<file path="config.mk">
export PLATFORM = sky130hd
export DESIGN_NAME = pixel_mask_stage
export DESIGN_NICKNAME = d
export VERILOG_FILES = /design/src/rtl/pixel_mask_stage.sv
export SDC_FILE = /design/constraint.sdc
export NUM_CORES = 1
export LEC_CHECK = 0
export BUFFER_PORTS_ARGS = -buffer_cell sky130_fd_sc_hd__buf_2
export CORE_MARGIN = 2
export CORE_UTILIZATION = 51
export DETAILED_ROUTE_END_ITERATION = 7
export GPL_TIMING_DRIVEN = 0
export HOLD_SLACK_MARGIN = 0.03
export PLACE_DENSITY = 0.77
export SYNTH_ARGS = -nofsm -noshare
export SYNTH_HDL_FRONTEND = slang
export SYNTH_SLANG_ARGS = --single-unit
</file>
<file path="constraint.sdc">
create_clock -name i_clk -period 2.45 [get_ports i_clk]
set_clock_uncertainty 0.2 [all_clocks]
set_input_delay 0.1225 -clock i_clk [delete_from_list [all_inputs] [get_ports i_clk]]
set_output_delay 0.1225 -clock i_clk [all_outputs]
set_load 0.005 [all_outputs]
</file>
<file path="src/rtl/pixel_mask_stage.sv">
// Pixel masking stage: raster-continuity check, per-frame mode select, 2-entry output buffer.
// Optional `define MASK_STATS_EN adds the per-frame replaced-pixel counter behind o_masked_total.
module pixel_mask_stage #(
    parameter logic [8:0]  LAST_COL   = 9'd319,
    parameter logic [7:0]  LAST_ROW   = 8'd239,
    parameter logic [11:0] FILL_COLOR = 12'h000
) (
    input  logic        i_clk,
    input  logic        i_rst,
    input  logic [11:0] i_pixel_in,
    input  logic [7:0]  i_pix_row,
    input  logic [8:0]  i_pix_col,
    input  logic        i_mask_bit,
    input  logic        i_in_valid,
    output logic        o_in_ready,
    input  logic [1:0]  i_mode,
    output logic [11:0] o_pixel_out,
    output logic [7:0]  o_out_row,
    output logic [8:0]  o_out_col,
    output logic        o_out_valid,
    input  logic        i_out_ready,
    output logic        o_frame_end,
    output logic        o_sync_error,
    output logic [16:0] o_masked_total
);

    localparam logic [0:0] ST_SYNC = 1'b0;
    localparam logic [0:0] ST_RUN  = 1'b1;

    logic [0:0]  r_state;
    logic [1:0]  r_active_mode;
    logic [7:0]  r_exp_row;
    logic [8:0]  r_exp_col;
    logic        r_started;
    logic        r_sync_error;
    logic [1:0]  r_count;
    logic [11:0] r_head_pix;
    logic [7:0]  r_head_row;
    logic [8:0]  r_head_col;
    logic        r_head_fe;
    logic [11:0] r_skid_pix;
    logic [7:0]  r_skid_row;
    logic [8:0]  r_skid_col;
    logic        r_skid_fe;

    logic        w_accept;
    logic        w_origin;
    logic        w_match;
    logic        w_in_run;
    logic        w_mismatch;
    logic        w_push;
    logic        w_pop;
    logic        w_last;
    logic [1:0]  w_eff_mode;
    logic [11:0] w_proc_pix;
    logic [7:0]  w_next_row;
    logic [8:0]  w_next_col;

    assign o_in_ready  = r_started && (r_count != 2'd2);
    assign o_out_valid = (r_count != 2'd0);
    assign w_pop       = o_out_valid && i_out_ready;
    assign w_accept    = i_in_valid && o_in_ready;
    assign w_origin    = (i_pix_row == 8'd0) && (i_pix_col == 9'd0);
    assign w_match     = (i_pix_row == r_exp_row) && (i_pix_col == r_exp_col);
    assign w_in_run    = (r_state == ST_RUN);
    assign w_mismatch  = w_accept && w_in_run && !w_match;
    // A (0,0) beat always starts a frame, even when it arrives as a discontinuity.
    assign w_push      = w_accept && (w_origin || (w_in_run && w_match));
    assign w_last      = (i_pix_row == LAST_ROW) && (i_pix_col == LAST_COL);
    assign w_eff_mode  = (w_push && w_origin) ? i_mode : r_active_mode;

    assign w_next_col  = (i_pix_col == LAST_COL) ? 9'd0 : i_pix_col + 9'd1;
    assign w_next_row  = (i_pix_col != LAST_COL) ? i_pix_row :
                         (i_pix_row == LAST_ROW) ? 8'd0 : i_pix_row + 8'd1;

    always_comb begin
        w_proc_pix = i_pixel_in;
        case (w_eff_mode)
            2'b01: if (!i_mask_bit) w_proc_pix = FILL_COLOR;
            2'b10: if (!i_mask_bit) w_proc_pix = {1'b0, i_pixel_in[11:9], 1'b0, i_pixel_in[7:5],
                                                  1'b0, i_pixel_in[3:1]};
            2'b11: if (i_mask_bit)  w_proc_pix = FILL_COLOR;
            default: ;
        endcase
    end

    always_ff @(posedge i_clk or posedge i_rst) begin
        if (i_rst) begin
            r_state       <= ST_SYNC;
            r_active_mode <= 2'b00;
            r_exp_row     <= 8'd0;
            r_exp_col     <= 9'd0;
            r_started     <= 1'b0;
            r_sync_error  <= 1'b0;
        end else begin
            r_started    <= 1'b1;
            r_sync_error <= w_mismatch;
            if (w_push) begin
                r_state   <= ST_RUN;
                r_exp_row <= w_next_row;
                r_exp_col <= w_next_col;
                if (w_origin) r_active_mode <= i_mode;
            end else if (w_mismatch) begin
                r_state <= ST_SYNC;
            end
        end
    end

    // Head register drives the outputs; the skid entry only fills while the head is stalled.
    always_ff @(posedge i_clk or posedge i_rst) begin
        if (i_rst) begin
            r_count    <= 2'd0;
            r_head_pix <= 12'd0;
            r_head_row <= 8'd0;
            r_head_col <= 9'd0;
            r_head_fe  <= 1'b0;
            r_skid_pix <= 12'd0;
            r_skid_row <= 8'd0;
            r_skid_col <= 9'd0;
            r_skid_fe  <= 1'b0;
        end else begin
            case (r_count)
                2'd0: begin
                    if (w_push) begin
                        r_head_pix <= w_proc_pix;
                        r_head_row <= i_pix_row;
                        r_head_col <= i_pix_col;
                        r_head_fe  <= w_last;
                        r_count    <= 2'd1;
                    end
                end
                2'd1: begin
                    if (w_push && w_pop) begin
                        r_head_pix <= w_proc_pix;
                        r_head_row <= i_pix_row;
                        r_head_col <= i_pix_col;
                        r_head_fe  <= w_last;
                    end else if (w_push) begin
                        r_skid_pix <= w_proc_pix;
                        r_skid_row <= i_pix_row;
                        r_skid_col <= i_pix_col;
                        r_skid_fe  <= w_last;
                        r_count    <= 2'd2;
                    end else if (w_pop) begin
                        r_count <= 2'd0;
                    end
                end
                default: begin
                    if (w_pop) begin
                        r_head_pix <= r_skid_pix;
                        r_head_row <= r_skid_row;
                        r_head_col <= r_skid_col;
                        r_head_fe  <= r_skid_fe;
                        r_count    <= 2'd1;
                    end
                end
            endcase
        end
    end

    assign o_pixel_out  = r_head_pix;
    assign o_out_row    = r_head_row;
    assign o_out_col    = r_head_col;
    assign o_frame_end  = r_head_fe;
    assign o_sync_error = r_sync_error;

`ifdef MASK_STATS_EN
    logic [16:0] r_frame_cnt;
    logic [16:0] r_masked_total;
    logic        w_replace;
    logic [16:0] w_cnt_base;
    logic [16:0] w_cnt_next;

    // Replacement is decided by the selection, not by whether the colour actually changed.
    assign w_replace  = (w_eff_mode != 2'b00) && (i_mask_bit == (w_eff_mode == 2'b11));
    assign w_cnt_base = w_mismatch ? 17'd0 : r_frame_cnt;
    assign w_cnt_next = w_cnt_base + {16'd0, w_replace};

    always_ff @(posedge i_clk or posedge i_rst) begin
        if (i_rst) begin
            r_frame_cnt    <= 17'd0;
            r_masked_total <= 17'd0;
        end else if (w_push && w_last) begin
            r_masked_total <= w_cnt_next;
            r_frame_cnt    <= 17'd0;
        end else if (w_push) begin
            r_frame_cnt <= w_cnt_next;
        end else begin
            r_frame_cnt <= w_cnt_base;
        end
    end

    assign o_masked_total = r_masked_total;
`else
    assign o_masked_total = 17'd0;
`endif

endmodule

</file>
Word level (Yosys, flattened, before mapping)
Cells that the tools add are included.
{"block": "classes", "n_addsub": 2, "n_eq_ne": 14, "muxes": 32, "bitwise": 1, "n_reduce_logical": 24}
{"op": "$mux W12", "n": 6}
{"op": "$mux W8", "n": 5}
{"op": "$mux W9", "n": 4}
{"op": "$pmux W12 S3", "n": 1}
{"op": "$pmux W12 S2", "n": 1}
{"op": "$pmux W9 S2", "n": 1}
{"op": "$pmux W8 S2", "n": 1}
{"op": "$logic_and A1 B1 Y1", "n": 12}
{"op": "$mux W2", "n": 6}
{"op": "$add A9 B1 Y9 const B", "n": 1}
{"op": "$eq A9 B9 Y1", "n": 1}
{"op": "$eq A9 B9 Y1 const B", "n": 1}
{"op": "$logic_not A9 Y1", "n": 1}
{"op": "$ne A9 B9 Y1 const B", "n": 1}
{"op": "$add A8 B1 Y8 const B", "n": 1}
{"op": "$eq A8 B8 Y1", "n": 1}
{"op": "$eq A8 B8 Y1 const B", "n": 1}
{"op": "$logic_not A8 Y1", "n": 1}
{"op": "$ne A2 B2 Y1 const B", "n": 4}
{"op": "$reduce_and A3 Y1", "n": 2}
{"op": "$mux W1", "n": 5}
{"op": "$eq A2 B1 Y1 const B", "n": 2}
{"op": "$eq A2 B2 Y1 const B", "n": 2}
{"op": "$pmux W2 S2", "n": 1}
{"op": "other kinds (10)", "n": 11}
{"block": "totals", "reg_bits": 84, "in_bits": 36, "out_inout_bits": 50, "elab_cells": 88}

Longest topological paths before layout
Gate-level depths: netlist of the first run.
{"block": "logic_depth", "ltp_word": 11, "depth_mapped": 10, "depth_no_buf": 7}

Worst setup path after synthesis of the first run
No wires, ideal clock.
{"block": "synth_path", "path_type": "reg-to-reg", "start": "register r_count[1]", "end": "register r_head_pix[0], in the netlist o_pixel_out[0]", "setup_time_ns": 0.095, "arrival_time_ns": 2.227, "t_required_ns": 2.155, "path_slack_ns": -0.072, "stages_incl_launch_ff": 9, "n_path_buf": 2, "synth_period_minus_slack_ns": 2.522, "path_cell_list": "dfrtp_1 -> clkbuf_1 -> nand2b_1 -> nand2_1 -> nor4_4 -> mux2i_1 -> buf_6 -> a211oi_2 -> o31ai_1"}
{"block": "synth_via", "elab_chain_len": 10, "word_cells_on_any_way": 22, "classes_between": "7 x eq/ne; 5 x mux; 10 x reduce/logical"}
{"element": "start: declaration", "line": "36", "text": "logic [1:0] r_count;"}
{"element": "start signal: assignment", "line": "112", "text": "r_count <= 2'd0;"}
{"element": "start signal: assignment", "line": "129", "text": "r_count <= 2'd1;"}
{"element": "start signal: assignment", "line": "143", "text": "r_count <= 2'd2;"}
{"element": "$ne A2 B2 Y1", "line": "59", "text": "assign o_in_ready = r_started && (r_count != 2'd2);"}
{"element": "$logic_and A1 B1 Y1", "line": "59"}
{"element": "$logic_and A1 B1 Y1", "line": "62", "text": "assign w_accept = i_in_valid && o_in_ready;"}
{"element": "$logic_and A1 B1 Y1", "line": "68", "text": "assign w_push = w_accept && (w_origin || (w_in_run && w_match));"}
{"element": "$logic_and A1 B1 Y1", "line": "70", "text": "assign w_eff_mode = (w_push && w_origin) ? i_mode : r_active_mode;"}
{"element": "$mux W2", "line": "70"}
{"element": "$eq A2 B2 Y1 or $eq A2 B1 Y1 (tied branches)", "line": "78", "text": "case (w_eff_mode)"}
{"element": "$pmux W12 S3", "line": "78"}
{"element": "$mux W12 (on tied branches)", "line": "133, 124"}
{"element": "$pmux W12 S2", "line": "122", "text": "case (r_count)"}
{"element": "end signal: assignment", "line": "125", "text": "r_head_pix <= w_proc_pix;"}
{"element": "end signal: assignment", "line": "134", "text": "r_head_pix <= w_proc_pix;"}
{"element": "end signal: assignment", "line": "150", "text": "r_head_pix <= r_skid_pix;"}
{"element": "end: declaration", "line": "37", "text": "logic [11:0] r_head_pix;"}
Parallel ways exist; a longest one is shown, timed or not. The select of a mux whose other input is x is not followed.
A chain may end at the register's enable or synchronous reset.

Worst setup path in the final report of the first run
{"block": "layout_path", "start": "register r_exp_col[2]", "end": "register r_skid_col[4]"}
{"block": "layout_via", "elab_chain_len": 8}
{"element": "start: declaration", "line": "33", "text": "logic [8:0] r_exp_col;"}
{"element": "start signal: assignment", "line": "101", "text": "r_exp_col <= w_next_col;"}
{"element": "$eq A9 B9 Y1 (*)", "line": "64", "text": "assign w_match = (i_pix_row == r_exp_row) && (i_pix_col == r_exp_col);"}
{"element": "$logic_and A1 B1 Y1 (*)", "line": "64"}
{"element": "$logic_and A1 B1 Y1 (*)", "line": "68"}
{"element": "$logic_or A1 B1 Y1 (*)", "line": "68"}
{"element": "$logic_and A1 B1 Y1 (*)", "line": "68"}
{"element": "$logic_and A1 B1 Y1", "line": "133", "text": "if (w_push && w_pop) begin"}
{"element": "$not A1 Y1 (no source line)"}
{"element": "$reduce_and A3 Y1 (no source line) (*)"}
{"element": "end signal: assignment", "line": "141", "text": "r_skid_col <= i_pix_col;"}
{"element": "end: declaration", "line": "43", "text": "logic [8:0] r_skid_col;"}
Every way passes the cells marked *; elsewhere a longest branch is shown, timed or not.

==> results of run 1 <==
## cell type report
class                           count  area (µm²)  area share [%]
Buffer                             55       332.8           5.746
Inverter                           14       56.30          0.9721
Multi-Input combinational cell    350        2347           40.53
Timing Repair Buffer               85       588.1           10.15
Clock inverter                      7       105.1           1.815
Sequential cell                    84        2103           36.31
Tap cell                          108       135.1           2.333
Clock buffer                        9       123.9           2.139
## power breakdown
group	leakage [nW]	total, mW	internal [mW]	switching [mW]
Clock	0.118	1.16	0.594	0.564
Combinational	1.61	0.364	0.162	0.202
Sequential	1.11	1.45	1.43	0.0226
Total	2.84	2.97	2.18	0.789
## Yosys cell counts, types with 10 or more instances
cell type / number / area, µm²
xnor2_1: 20 / 175.2
mux2_1: 10 / 112.6
nand3_1: 16 / 80.08
dfrtp_1: 84 / 2102
nand2_1: 57 / 214.0
clkbuf_1: 26 / 97.59
a21oi_1: 48 / 240.2
mux2i_1: 30 / 300.3
inv_1: 14 / 52.55
nor2_1: 27 / 101.4
buf_4: 18 / 135.1
o21ai_1: 22 / 110.1
## worst reg2reg max path: cells and delay by family, from the launching register on
kind / cells / cell delay (ns)
DFF: 1 / 0.41
muxes: 1 / 0.30
and+or+nand+nor: 3 / 0.59
AOI/OAI and AO/OA: 1 / 0.22
buffers and inverters: 2 / 0.39
xor gates and xnor gates: 1 / 0.16
## what timing repair did
item / CTS / global route
resized for setup: 6 / 15
setup buffers: 2 / 3
pin swaps: 1 / 4
endpoints found under the hold margin: 126 / 0
hold buffers: 24 / 0
endpoints found under the setup margin: 55 / 68
## per-layer routing
layer  global-route usage, %  vias to the layer above  part of all wire [%]  routed length [µm]
li1                        -                     1866                     -                   -
met1                   34.95                     1920                    44                5422
met2                   40.38                      191                    47                5848
met3                   3.552                       39                   6.3                 775
met4                   10.85                        0                   2.8                 345
met5                       0                        -                     0                   0
## logic make-up (layout without fill, tap and decap cells)
| group | count (synthesis) | count (layout) | share of synthesized area (%) |
|---|---|---|---|
| muxes | 57 | 57 | 13.61 |
| and+or+nand+nor | 141 | 141 | 14.84 |
| adders and majority gates | 4 | 4 | 1.068 |
| DFF | 84 | 84 | 44.84 |
| AOI/OAI and AO/OA | 103 | 103 | 12.54 |
| other | 2 | 18 | 0.1602 |
| xor gates and xnor gates | 27 | 27 | 5.044 |
| buffers and inverters | 70 | 170 | 7.900 |
## final timing paths
kind,startpoint,endpoint,slack [ns]
max in group asynchronous,i_rst,r_count[1],1.34
worst max register to register,r_exp_col[2],r_skid_col[4],0.07
min in group asynchronous,i_rst,o_out_col[6],0.12
worst max-delay path,r_exp_col[2],r_skid_col[4],0.07
worst min register to register,o_out_col[7],o_out_col[7],0.29
worst min-delay path,i_pix_row[6],o_out_row[6],0.05
## state kept, by name, indices dropped and copies added (netlist names), 8 cells and up
signal       flops
o_pixel_out     12
r_skid_pix      12
o_out_col        9
r_exp_col        9
r_skid_col       9
o_out_row        8
r_exp_row        8
r_skid_row       8
## metrics by stage
stage / area, µm² / utilization, % / hold slack (ns)
6_report: 5792 / 65.77 / 0.04718
5_1_grt: 5792 / 65.77 / 0.04684
4_1_cts: 5709 / 64.83 / 0.03051
3_5_place_dp: 5201 / 59.07 / -0.03087
3_3_place_gp: 5161 / 58.61 / 0.1588
2_1_floorplan: 4756 / - / 0.003126
==> results.toml, run 1 <==
[clocking]
clock_latency_ns = 0.36
root_buffer = "clkbuf_8"
ctsHtreeMaxLevel = 3
clock_path_buffers = 2
numCtsBuffers = 9
cts_tree = "built"
clock-sinks = 84
cts.reportedPaths.clkPinSlew_ns = 0.09

[floorplanning]
start_util_pct = 53.24
fp.dieH_um = 99.88
die_x_um = 99.88
core-area_um2 = 8806
ios = 86
die_area_um2 = 9976
rows = 34

[placement]
place_congestion = 0.9655
placedCellCount = 668
io_buffer_count = 54
hpwl_um = 8277
pre_cts_slack_ns = -0.4413

[critical_path]
worstPathArrival_ns = 2.43
timing.critical_path.required_ns = 2.50
cp_num_cells = 8
crit_slowest_cell = "dfrtp_1"
path_buf_inv = 2
r2r_cells = 8
end_kind = "flop"
path_class = "flop to flop"
crit_fanout = 10
cp-start-kind = "flop"
path_delay_family = "simple AND/OR/NAND/NOR gates"
cp_slowest_stage_delay_ns = 0.41
path_cells = "xnor2_2 > nand4_1 > nor4_4 > a21o_1 > buf_6 > nand2_4 > buf_12 > mux2_4"

[layout]
nFillCells = 684
layout_common_cells = "dfrtp_1 (83), buf_2 (63), nand2_1 (57)"
final-instance-count-excl-fill = 712
final_common_cell = "dfrtp_1"
nets = 639
areaGrowthSynthToFinish_pct = 23.54
drive_gt1_share_pct = 23.84
diodes = 0

[global_route]
antenna_found_initial = 0
grt-ovfl-total = 0
grt_max_degree = 43
grt_pass1_wl_um = 19800
grt_pass1_vias = 3948
grt_usage_pct = 25.34

[yosys]
synth_area_um2 = 4688
synth_seq_cells = 84
synthCells = 488
avgSynthCellArea_um2 = 9.607
postSynth.asyncResetShare_pct = 100.0
synth_enable_flop_cells = 0
synth.distinct_cells = 47
yosysSeqAreaShare_pct = 44.84
synthFlopType = "dfrtp_1"
yosysWarnings = 0

[sta]
hold_viol_final = 0
fin_tns_setup_ns = 0
clock.fmax_mhz = 419.8
maxSlewViolCount = 0
fin_ws_ns = 0.06809
setup_viol_count_final = 0
min_period_ns = 2.382
slew_headroom_pct = 44.53
max_slew.worst_pin.slew_ns = 0.8321
period_share_pct = 97.22

[drt]
routedWlPerCell_um = 17.40
dr.first_iter.drc_count = 392
vias_per_cell = 5.640
post-route-drc-count = 0
dr.pass1.iters = 7
wirelength_um = 12390
vias = 4016
ant_nets = 0

[outcome]
outcome = "completed"

[power]
ir_drop_mv = 0.2381
power.leakage_nw = 2.836
powerDensity_nw_per_um2 = 513.0
p_total_mw = 2.971

[hold_path]
hold_path.class = "primary input to flop"
hold_depth = 3

[job]
cap_viol_max_count = 0
No activity file was read; power rests on OpenSTA's default activity.
==> run 2, diff against run 1 <==
--- a/config.mk
+++ b/config.mk
@@ -12,6 +12,7 @@
 export GPL_TIMING_DRIVEN = 0
 export HOLD_SLACK_MARGIN = 0.03
 export PLACE_DENSITY = 0.77
+export REMOVE_ABC_BUFFERS = 1
 export SYNTH_ARGS = -nofsm -noshare
 export SYNTH_HDL_FRONTEND = slang
 export SYNTH_SLANG_ARGS = --single-unit
==> results.toml, run 2 (same netlist as run 1, synthesis figures left out) <==
[outcome]
outcome = "completed"

[sta]
hold_viol_final = 0
max_slew.worst_pin.slew_ns = 0.7958
fin_tns_setup_ns = 0
worst_hold_slack_ns = 0.04132
setup_viol_count_final = 0
period_share_pct = 97.10
min_period_ns = 2.379
maxSlewViolCount = 0
slew_headroom_pct = 46.94
fin_ws_ns = 0.07095
clock.fmax_mhz = 420.3

[layout]
nFillCells = 643
diodes = 0
final_core_util_pct = 67.32
multiInputGateArea_um2 = 2461
final-instance-count-excl-fill = 699
areaGrowthSynthToFinish_pct = 26.45
seqCellArea_um2 = 2106
nets = 627
stdcell_area_um2 = 5928
final_common_cell = "dfrtp_1"
layout_common_cells = "dfrtp_1 (83), buf_2 (68), nand2_1 (57)"
drive_gt1_share_pct = 24.37

[drt]
vias_per_cell = 5.655
dr.first_iter.drc_count = 215
wirelength_um = 11870
routedWlPerCell_um = 16.98
post-route-drc-count = 0
ant_nets = 0
dr.pass1.iters = 5
vias = 3953

[floorplanning]
rows = 34
core-area_um2 = 8806
die_area_um2 = 9976
fp.dieH_um = 99.88
start_util_pct = 53.24
die_x_um = 99.88
ios = 86

[critical_path]
worstPathArrival_ns = 2.42
crit_fanout = 7
crit_start = "i_pix_row[0]"
cp-start-kind = "primary input"
reg2reg_to = "o_frame_end"
r2r_start = "r_count[1]"
crit_slowest_cell = "dlygate4sd3_1"
reg2reg_setup_slack_ns = 0.09
r2r_cells = 6
path_delay_family = "buffers and inverters"
path_class = "primary input to flop"
path_cells = "dlygate4sd3_1 > buf_2 > inv_1 > ha_1 > nand3b_1 > buf_4 > nor3_4 > a21o_4 > and2_4 > mux2_1"
timing.critical_path.required_ns = 2.49
end_kind = "flop"
path_buf_inv = 4
cp_slowest_stage_delay_ns = 0.54

[global_route]
grt_max_degree = 51
grt_pass1_wl_um = 19420
antenna_found_initial = 0
grt-ovfl-total = 0
grt_pass1_vias = 3883
grt_usage_pct = 24.72

[clocking]
clock_latency_ns = 0.35
ctsHtreeMaxLevel = 3
clock-sinks = 84
cts.reportedPaths.clkPinSlew_ns = 0.08
numCtsBuffers = 9
cts_tree = "built"
root_buffer = "clkbuf_8"
clock_path_buffers = 2

[hold_path]
hold_end = "r_exp_col[4]"
hold_depth = 4
hold_path.class = "primary input to flop"
min-delay-start = "i_pix_col[3]"

[placement]
pre_cts_slack_ns = -1.776
placedCellCount = 626
place_congestion = 0.8075
postPlaceCellArea_um2 = 4982
io_buffer_count = 68
hpwl_um = 6666

[power]
power.leakage_nw = 2.885
p_total_mw = 2.982
seq_power_share_pct = 48.4
ir_drop_mv = 0.3765
comb_power_share_pct = 11.9
p_int_mw = 2.282
clkPwrFrac_pct = 39.7
powerDensity_nw_per_um2 = 503.0
p_sw_uw = 700.3
netSwitchingFraction_pct = 23.49

[job]
cap_viol_max_count = 0
-- run 2: worst max path at each step --
stage / cells past startpoint / end
2_1_floorplan: 5 / o_frame_end
3_3_place_gp: 5 / o_pixel_out[8]
3_5_place_dp: 6 / o_pixel_out[8]
4_1_cts: 9 / r_skid_row[2]
5_1_grt: 9 / r_skid_pix[2]
6_report: 10 / r_skid_col[8]
-- run 2: final cells by class --
cell class                      count  area share (%)
Timing Repair Buffer              125           15.75
Inverter                           14          0.9287
Multi-Input combinational cell    353           41.52
Tap cell                          108           2.279
Clock inverter                      5           1.688
Clock buffer                       10           2.322
Sequential cell                    84           35.52
-- run 2: worst register-to-register path: cells and delay by family (launching register included) --
kind                   cells  cell delay [ns]
AO/OA/AOI/OAI              2             0.56
flip-flops                 1             0.51
AND/OR/NAND/NOR            2             0.48
buffers and inverters      1             0.19
multiplexers               1             0.32
-- run 2: power by group through the flow --
stage,Sequential (mW),Clock (mW),Combinational [mW]
floorplan,1.48,0,0.141
global placement,1.47,0,0.280
detailed placement,1.47,0,0.292
CTS,1.44,1.21,0.348
global route,1.45,1.26,0.398
finish,1.44,1.18,0.356
-- run 2: timing repair --
item | CTS | global route
endpoints found under the hold margin | 159 | 0
buffers inserted | 8 | 8
resized for setup | 19 | 8
hold buffers | 39 | 0
cloned | 3 | 0
pin swaps | 6 | 3
setup endpoints to repair | 82 | 54
-- run 2: metal layers --
layer / wire length [µm] / GRT usage, % / vias up
li1: - / - / 1857
met1: 5077 / 33.12 / 1903
met2: 5772 / 40.80 / 177
met3: 834 / 5.919 / 16
met4: 186 / 6.217 / 0
met5: 0 / 0 / -
